### src/rtl/cpu_sequencer.sv
// cpu_sequencer: multi-cycle fetch/decode/execute controller.
//
// Owns the program counter and the architectural flag register. It fetches
// a word from instruction RAM, decodes it into fields for the register bank,
// ALU and memory control, and gates each instruction on its condition code.
//
// Optional feature: define SEQ_PERF_CNT_EN to add the Retired_Cnt and
// Annul_Cnt performance counters and their ports.
//
// Ports:
//   Clk, Reset (sync, active-low), Run (start/resume pulse)
//   Instr_Rdata / Instr_Addr / Instr_En   : instruction RAM interface
//   Cond, OpCode, S, Destination, Source_2, Source_1, IV_ShftRor, IV_Mov
//                                         : decoded fields of the latched word
//   New_Flag (ALU flags in), Flag (architectural flags out)
//   Reg_We, Mem_Enable, Mem_RW            : register bank / data memory strobes
//   Busy, Halted                          : status
//   Retired_Cnt, Annul_Cnt                : perf counters (SEQ_PERF_CNT_EN only)
//
// state  | meaning
// IDLE   | out of reset, waiting for Run
// FETCH  | Instr_En high for IMEM_LAT cycles, word latched on the last one
// DECODE | fields on outputs, condition evaluated against Flag
// EXEC   | branch / halt / annul resolved, or dispatch to MEM or WB
// MEM    | Mem_Enable high for DMEM_LAT cycles
// WB     | Reg_We pulse, optional flag update, PC advance
// HALTED | PC held, Run resumes at the instruction after the halt

module cpu_sequencer #(
  parameter int         PC_W     = 8,
  parameter int         DATA_W   = 32,
  parameter int         IMEM_LAT = 1,
  parameter int         DMEM_LAT = 1,
  parameter logic [3:0] LDR_OPC  = 4'b1101,
  parameter logic [3:0] STR_OPC  = 4'b1100,
  parameter logic [3:0] BR_OPC   = 4'b1010,
  parameter logic [3:0] HLT_OPC  = 4'b1111
) (
  input  logic              Clk,
  input  logic              Reset,
  input  logic              Run,
  input  logic [DATA_W-1:0] Instr_Rdata,
  output logic [PC_W-1:0]   Instr_Addr,
  output logic              Instr_En,
  output logic [3:0]        Cond,
  output logic [3:0]        OpCode,
  output logic              S,
  output logic [3:0]        Destination,
  output logic [3:0]        Source_2,
  output logic [3:0]        Source_1,
  output logic [4:0]        IV_ShftRor,
  output logic [15:0]       IV_Mov,
  input  logic [3:0]        New_Flag,
  output logic [3:0]        Flag,
  output logic              Reg_We,
  output logic              Mem_Enable,
  output logic              Mem_RW,
  output logic              Busy,
  output logic              Halted
`ifdef SEQ_PERF_CNT_EN
  ,
  output logic [31:0]       Retired_Cnt,
  output logic [31:0]       Annul_Cnt
`endif
);

  typedef enum logic [2:0] {
    IDLE, FETCH, DECODE, EXEC, MEM, WB, HALTED
  } state_t;

  state_t          state;
  logic [PC_W-1:0] pc;
  logic [2:0]      lat_cnt;
  logic            pass;

  // Only the fixed 32-bit field layout is decoded; wider words carry extra
  // bits that are ignored.
  logic unused_rdata;
  assign unused_rdata = ^Instr_Rdata;

  assign Instr_Addr = pc;

  // Flag = {N,Z,C,V}
  function automatic logic cond_pass(input logic [3:0] c, input logic [3:0] f);
    logic n, z, cy, v;
    {n, z, cy, v} = f;
    case (c)
      4'b0000: cond_pass = z;
      4'b0001: cond_pass = !z;
      4'b0010: cond_pass = cy;
      4'b0011: cond_pass = !cy;
      4'b0100: cond_pass = n;
      4'b0101: cond_pass = !n;
      4'b0110: cond_pass = v;
      4'b0111: cond_pass = !v;
      4'b1000: cond_pass = cy && !z;
      4'b1001: cond_pass = !cy || z;
      4'b1010: cond_pass = (n == v);
      4'b1011: cond_pass = (n != v);
      4'b1100: cond_pass = !z && (n == v);
      4'b1101: cond_pass = z || (n != v);
      4'b1110: cond_pass = 1'b1;
      default: cond_pass = 1'b0;
    endcase
  endfunction

  always_ff @(posedge Clk) begin
    if (!Reset) begin
      state       <= IDLE;
      pc          <= '0;
      Flag        <= '0;
      Cond        <= '0;
      OpCode      <= '0;
      S           <= 1'b0;
      Destination <= '0;
      Source_2    <= '0;
      Source_1    <= '0;
      IV_ShftRor  <= '0;
      IV_Mov      <= '0;
      Instr_En    <= 1'b0;
      Reg_We      <= 1'b0;
      Mem_Enable  <= 1'b0;
      Mem_RW      <= 1'b1;
      Busy        <= 1'b0;
      Halted      <= 1'b0;
      lat_cnt     <= '0;
      pass        <= 1'b0;
`ifdef SEQ_PERF_CNT_EN
      Retired_Cnt <= '0;
      Annul_Cnt   <= '0;
`endif
    end else begin
      Reg_We <= 1'b0;
      case (state)
        IDLE, HALTED: begin
          if (Run) begin
            state    <= FETCH;
            Instr_En <= 1'b1;
            Busy     <= 1'b1;
            Halted   <= 1'b0;
            lat_cnt  <= 3'(IMEM_LAT - 1);
          end
        end
        FETCH: begin
          if (lat_cnt == 3'd0) begin
            Cond        <= Instr_Rdata[31:28];
            OpCode      <= Instr_Rdata[27:24];
            S           <= Instr_Rdata[23];
            Destination <= Instr_Rdata[22:19];
            Source_2    <= Instr_Rdata[18:15];
            Source_1    <= Instr_Rdata[14:11];
            IV_ShftRor  <= Instr_Rdata[10:6];
            IV_Mov      <= Instr_Rdata[18:3];
            Instr_En    <= 1'b0;
            state       <= DECODE;
          end else begin
            lat_cnt <= lat_cnt - 3'd1;
          end
        end
        DECODE: begin
          pass  <= cond_pass(Cond, Flag);
          state <= EXEC;
        end
        EXEC: begin
          if (!pass) begin
            pc       <= pc + PC_W'(1);
            state    <= FETCH;
            Instr_En <= 1'b1;
            lat_cnt  <= 3'(IMEM_LAT - 1);
`ifdef SEQ_PERF_CNT_EN
            Annul_Cnt <= Annul_Cnt + 32'd1;
`endif
          end else begin
`ifdef SEQ_PERF_CNT_EN
            Retired_Cnt <= Retired_Cnt + 32'd1;
`endif
            if (OpCode == BR_OPC) begin
              // Sign-extend (or truncate) the 16-bit offset to PC width;
              // the add wraps modulo 2^PC_W like a normal increment.
              pc       <= pc + PC_W'($signed(IV_Mov));
              state    <= FETCH;
              Instr_En <= 1'b1;
              lat_cnt  <= 3'(IMEM_LAT - 1);
            end else if (OpCode == HLT_OPC) begin
              pc     <= pc + PC_W'(1);
              state  <= HALTED;
              Busy   <= 1'b0;
              Halted <= 1'b1;
            end else if (OpCode == LDR_OPC || OpCode == STR_OPC) begin
              state      <= MEM;
              Mem_Enable <= 1'b1;
              Mem_RW     <= (OpCode == LDR_OPC);
              lat_cnt    <= 3'(DMEM_LAT - 1);
            end else begin
              state  <= WB;
              Reg_We <= 1'b1;
            end
          end
        end
        MEM: begin
          if (lat_cnt == 3'd0) begin
            // Mem_Enable drops on the same edge Reg_We rises, so the two
            // strobes never overlap.
            Mem_Enable <= 1'b0;
            Mem_RW     <= 1'b1;
            if (OpCode == LDR_OPC) begin
              state  <= WB;
              Reg_We <= 1'b1;
            end else begin
              pc       <= pc + PC_W'(1);
              state    <= FETCH;
              Instr_En <= 1'b1;
              lat_cnt  <= 3'(IMEM_LAT - 1);
            end
          end else begin
            lat_cnt <= lat_cnt - 3'd1;
          end
        end
        WB: begin
          if (S && OpCode != LDR_OPC) Flag <= New_Flag;
          pc       <= pc + PC_W'(1);
          state    <= FETCH;
          Instr_En <= 1'b1;
          lat_cnt  <= 3'(IMEM_LAT - 1);
        end
        default: begin
          state      <= IDLE;
          Instr_En   <= 1'b0;
          Mem_Enable <= 1'b0;
          Busy       <= 1'b0;
          Halted     <= 1'b0;
        end
      endcase
    end
  end

endmodule

### config.mk
export PLATFORM = sky130hd
export DESIGN_NAME = cpu_sequencer
export DESIGN_NICKNAME = d
export VERILOG_FILES = /design/src/rtl/cpu_sequencer.sv
export SDC_FILE = /design/constraint.sdc
export NUM_CORES = 1
export LEC_CHECK = 0
export CORE_ASPECT_RATIO = 1.4
export CORE_MARGIN = 10
export CORE_UTILIZATION = 51
export DETAILED_ROUTE_END_ITERATION = 16
export GPL_TIMING_DRIVEN = 0
export PLACE_DENSITY = 0.85
export SLEW_MARGIN = 20
export SYNTH_ARGS = -nofsm -noshare
export SYNTH_HDL_FRONTEND = slang
export SYNTH_SLANG_ARGS = --single-unit
export TNS_END_PERCENT = 20
### constraint.sdc
create_clock -name Clk -period 5.1 [get_ports Clk]
set_input_delay 1.02 -clock Clk [delete_from_list [all_inputs] [get_ports Clk]]
set_output_delay 1.02 -clock Clk [all_outputs]
set_load 0.01 [all_outputs]
# == Yosys cells after proc, flatten, opt, wreduce, memory -nomap -nowiden ==
# Index checks and enable logic that the tools add are counted.
# word_totals
input_bits,39
out_inout_bits,60
regBits,67
word_cells,154
# classes
n_reduce_logical,28
bitwise_logic,3
n_eq_ne,42
n_mux,59
add_sub_neg,3
# ops
cell,n
$eq A4 B4 Y1 const B,11
$mux W3,14
$mux W8,5
$mux W1,29
$pmux W8 S3,1
$reduce_and A6 Y1,4
$ne A2 B2 Y1 const B,10
$pmux W3 S6,1
$eq A4 B3 Y1 const B,4
$ne A4 B4 Y1 const B,4
$pmux W1 S15,1
$pmux W3 S5,1
$eq A3 B3 Y1 const B,3
$pmux W1 S3,3
$add A8 B1 Y8 const B,1
$add A8 B8 Y8,1
$eq A4 B2 Y1 const B,2
$eq A3 B2 Y1 const B,2
$logic_not A3 Y1,2
$ne A3 B3 Y1 const B,2
$pmux W1 S6,1
$reduce_and A5 Y1,1
$reduce_bool A5 Y1,1
$reduce_or A5 Y1,1
other kinds (19),30

# == Depth between registers and ports, before layout ==
# logic_depth
ltp_word,7
mapped_depth,9
mapped_depth_nobuf,9

# == Worst setup path before layout ==
# OpenSTA, ideal clock, no wires.
# synth_path
path_type,input to register
startpoint,in Run
endpoint,reg lat_cnt[2]
setup_time_ps,70
arrival_time_ps,2081
required_time_ps,5030
setup_slack_ps,2949
n_path_buf,0
path_stages,6
path_cell_list,nor2b_1 -> nor2_1 -> a31oi_1 -> o211ai_2 -> or4_1 -> a21boi_1
# synth_via
elab_chain_len,2
# synth_rtl
item,line_no,rtl
from (decl),41,"input logic Run,"
$ne A2 B2 Y1 (no source line),n/a,
$reduce_and A6 Y1 (no source line),n/a,
to (signal assigned),141,lat_cnt <= 3'(IMEM_LAT - 1);
to (signal assigned),157,lat_cnt <= lat_cnt - 3'd1;
to (signal assigned),169,lat_cnt <= 3'(IMEM_LAT - 1);
to (decl),73,logic [2:0] lat_cnt;
# Every way passes these cells.
# A chain may end at the register's enable or synchronous reset.

# == Final worst setup path ==
# Same ends and word-level chain as after synthesis.

==> run_results.csv <==
group,metric,value,unit
placed_design,dpl-instance-area,0.00421,mm2
clocking,clkTransAtPathRegs,0.10,ns
clocking,numCtsBuffers,5,
synth,synth_top_flop_cell,"dfxtp_1",
synth,yosysSeqAreaShare,34.0,%
power_and_ir_drop,p_total,1.32,mW
power_and_ir_drop,power.leakage,1.60,nW
sta,grt_setup_unrepaired,"no",
sta,clock_skew,0.00788,ns
routing,routed-via-count,3300,
clocking,cts_root_buf,"clkbuf_8",
global_routing,antenna_found_initial,0,
placed_design,pre_cts_slack,2.14,ns
routing,postRouteAntennaNets,0,
routing,wl_met1,3.60,mm
worst_setup_path,crit_fanout,7,
clocking,cts_tree,"built",
clocking,clk_path_buf_depth,2,
cells_and_area,drive_above_1_share,6.53,%
synth,synth_fp_nets,469,
synth,yosysWarnings,0,
global_routing,grt_usage,19.6,%
synth,synth.distinct_cells,54,
floorplan,rows,34,
worst_setup_path,arrival,2.98,ns
sta,finalSetupViolations,0,
sta,fin_crit_sh,53.5,%
sta,tightest_slew,0.547,ns
sta,slew_viol_final,0,
power_and_ir_drop,ir_drop,0.000210,V
sta,hold_violations,0,
placed_design,dp.cells,585,
floorplan,core_area,0.00613,mm2
floorplan,io_pins,99,
worst_setup_path,cpPeakStageDelay,0.60,ns
cells_and_area,final_util,71.0,%
cells_and_area,nets,570,
synth,avgSynthCellArea,7.60,um2
worst_hold_path,hold_start,"Destination[3]",
synth,yosys.area.top_type,"dfxtp_1",
routing,drc_errors,0,
synth,netlist.area_leader.share,34.0,%
routing,route.met3.wl,799,um
clocking,cts_hold_buffers,0,
worst_setup_path,path_class,"input pin to register",
routing,dr.pass1.iters,5,
worst_hold_path,min_path_type,"register to register",
sta,final.min_clock_period,2.73,ns
global_routing,grt_pass1_vias,3438,
cells_and_area,final_cells,593,
sta,slew_headroom,63.5,%
worst_setup_path,r2r_start,"lat_cnt[0]",
routing,post_drt_wl_per_cell,16.1,um
worst_setup_path,path_cells,"clkdlybuf4s50_1, nor2b_1, nor2_1, a31oi_1, o211ai_2, or4_1, a21boi_1",
worst_setup_path,required,5.35,ns
status,status,"finished clean",
clocking,cts_num_sinks,54,
routing,routed_wirelength,9.53,mm
run,cap_violations,0,
global_routing,grt_pass1_wl,16.1,mm
worst_setup_path,start_kind,"input pin",
worst_setup_path,slowest_stage,"clkdlybuf4s50_1",
sta,setup_tns,0,ns
floorplan,die-area,0.00985,mm2
routing,post_drt_via_cell_ratio,5.56,
clocking,post-cts-setup-buffer-count,0,
synth,netlist_instances,419,
cells_and_area,area_growth_syn_to_layout,36.7,%
sta,max_freq,366,MHz
clocking,clock_latency,0.31,ns
sta,setup_ws,2.37,ns
synth,synth_seq_cells,54,
placed_design,port_buffers,94,
synth,synth_area_leaders,"dfxtp_1, nand2_1, a21boi_0, o21ai_0, ha_1",
placed_design,gp_congestion,0.961,
synth,ys_top_cells_by_count,"nand2_1, dfxtp_1, o21ai_0, a21boi_0, clkbuf_1",
floorplan,initial_core_util,52.0,%
routing,top_layer,"met4",
synth,synth_area,0.00318,mm2
worst_setup_path,crit_start,"Run",
clocking,post_cts_resized,0,
global_routing,grt-ovfl-total,0,
worst_setup_path,critPathCaptureType,"register",
global_routing,grt_max_degree,18,
routing,dr_wl_met2,4.91,mm
synth,synth_most_common_cell,"nand2_1",
synth,synth_edf_count,0,
power_and_ir_drop,p_per_area,304,mW/mm2
cells_and_area,n_antenna_cell,0,
routing,drt_iter0_drc,192,
placed_design,hpwlAfterDp,7.28,mm
sta,holdWs,0.474,ns
cells_and_area,design_area,0.00435,mm2
synth,synthArstFlopShare,0,%
floorplan,dieWidth,86.8,um
floorplan,die_h,113,um
clocking,htreeDepth,2,
kinds of logic (layout without fill, tap and decap cells):
kind of cell / Yosys count / after routing / synth area share (%)
buffers and inverters: 54 / 156 / 8.25
DFF: 54 / 54 / 34.0
adders and majority gates: 11 / 11 / 4.56
muxes: 5 / 5 / 1.57
and+or+nand+nor: 171 / 171 / 25.5
AOI/OAI and AO/OA: 114 / 114 / 23.4
xor gates and xnor gates: 10 / 10 / 2.75
cell usage in the layout, fill, tap and decap left out, types with 3 or more instances in the layout:
cell	Yosys	routed
ha_1	10	10
a21boi_1	4	4
nand2b_1	5	5
nand3b_1	4	4
o21bai_1	4	4
a31oi_1	3	3
nor2b_1	8	8
clkbuf_8	0	5
buf_2	6	6
a21oi_1	16	16
mux2i_1	5	5
clkdlybuf4s50_1	0	94
clkbuf_1	18	18
a211oi_1	3	3
xnor2_1	4	4
dfxtp_1	54	54
or3_1	5	5
o21ai_1	3	3
a21boi_0	30	30
xor2_1	6	6
nor3_1	7	7
nand2_1	95	95
nand3_1	14	14
nor2_1	15	15
inv_1	15	15
o211ai_1	4	4
o21ai_0	31	31
buf_4	14	14
area by class of cell:
type                            instances  area, um2
Buffer                                 39        206
Clock buffer                            5       68.8
Clock inverter                          3       68.8
Fill cell                             534       1770
Inverter                               15       56.3
Multi-Input combinational cell        311       1840
Sequential cell                        54       1080
Tap cell                               72       90.1
Timing Repair Buffer                   94        941
layer usage:
layer,GRT usage (%),up-vias
li1,-,1624
met1,20.8,1531
met2,34.2,128
met3,5.71,17
met4,9.75,0
met5,0,-
final timing paths:
check	end	slack, ns	depth (start not counted)
setup / recovery	lat_cnt[2]	2.37	7
hold / removal	Destination[3]	0.47	2
setup reg to reg	Source_2[3]	2.84	9
hold reg to reg	Destination[3]	0.47	2
flip-flops by register name (all words and copies together), names as in the netlist:
register and cells:
Busy 1, Cond 4, Destination 4, Flag 4, Halted 1, IV_Mov 5
IV_ShftRor 4, Instr_Addr 8, Instr_En 1, Mem_Enable 1, Mem_RW 1, OpCode 4
Reg_We 1, S 1, Source_1 3, Source_2 4, lat_cnt 3, pass 1
state 3
power breakdown:
group,internal (mW),total (mW),switching [mW]
Sequential,0.467,0.507,0.0398
Combinational,0.221,0.468,0.247
Clock,0.197,0.346,0.149
Total,0.885,1.32,0.436
worst max-delay path: cells and delay by family:
kind	cells	cell delay, ns
simple gates	3	0.80
compound gates	3	0.55
buf+inv	1	0.60
(Power assumes the default switching activity.)
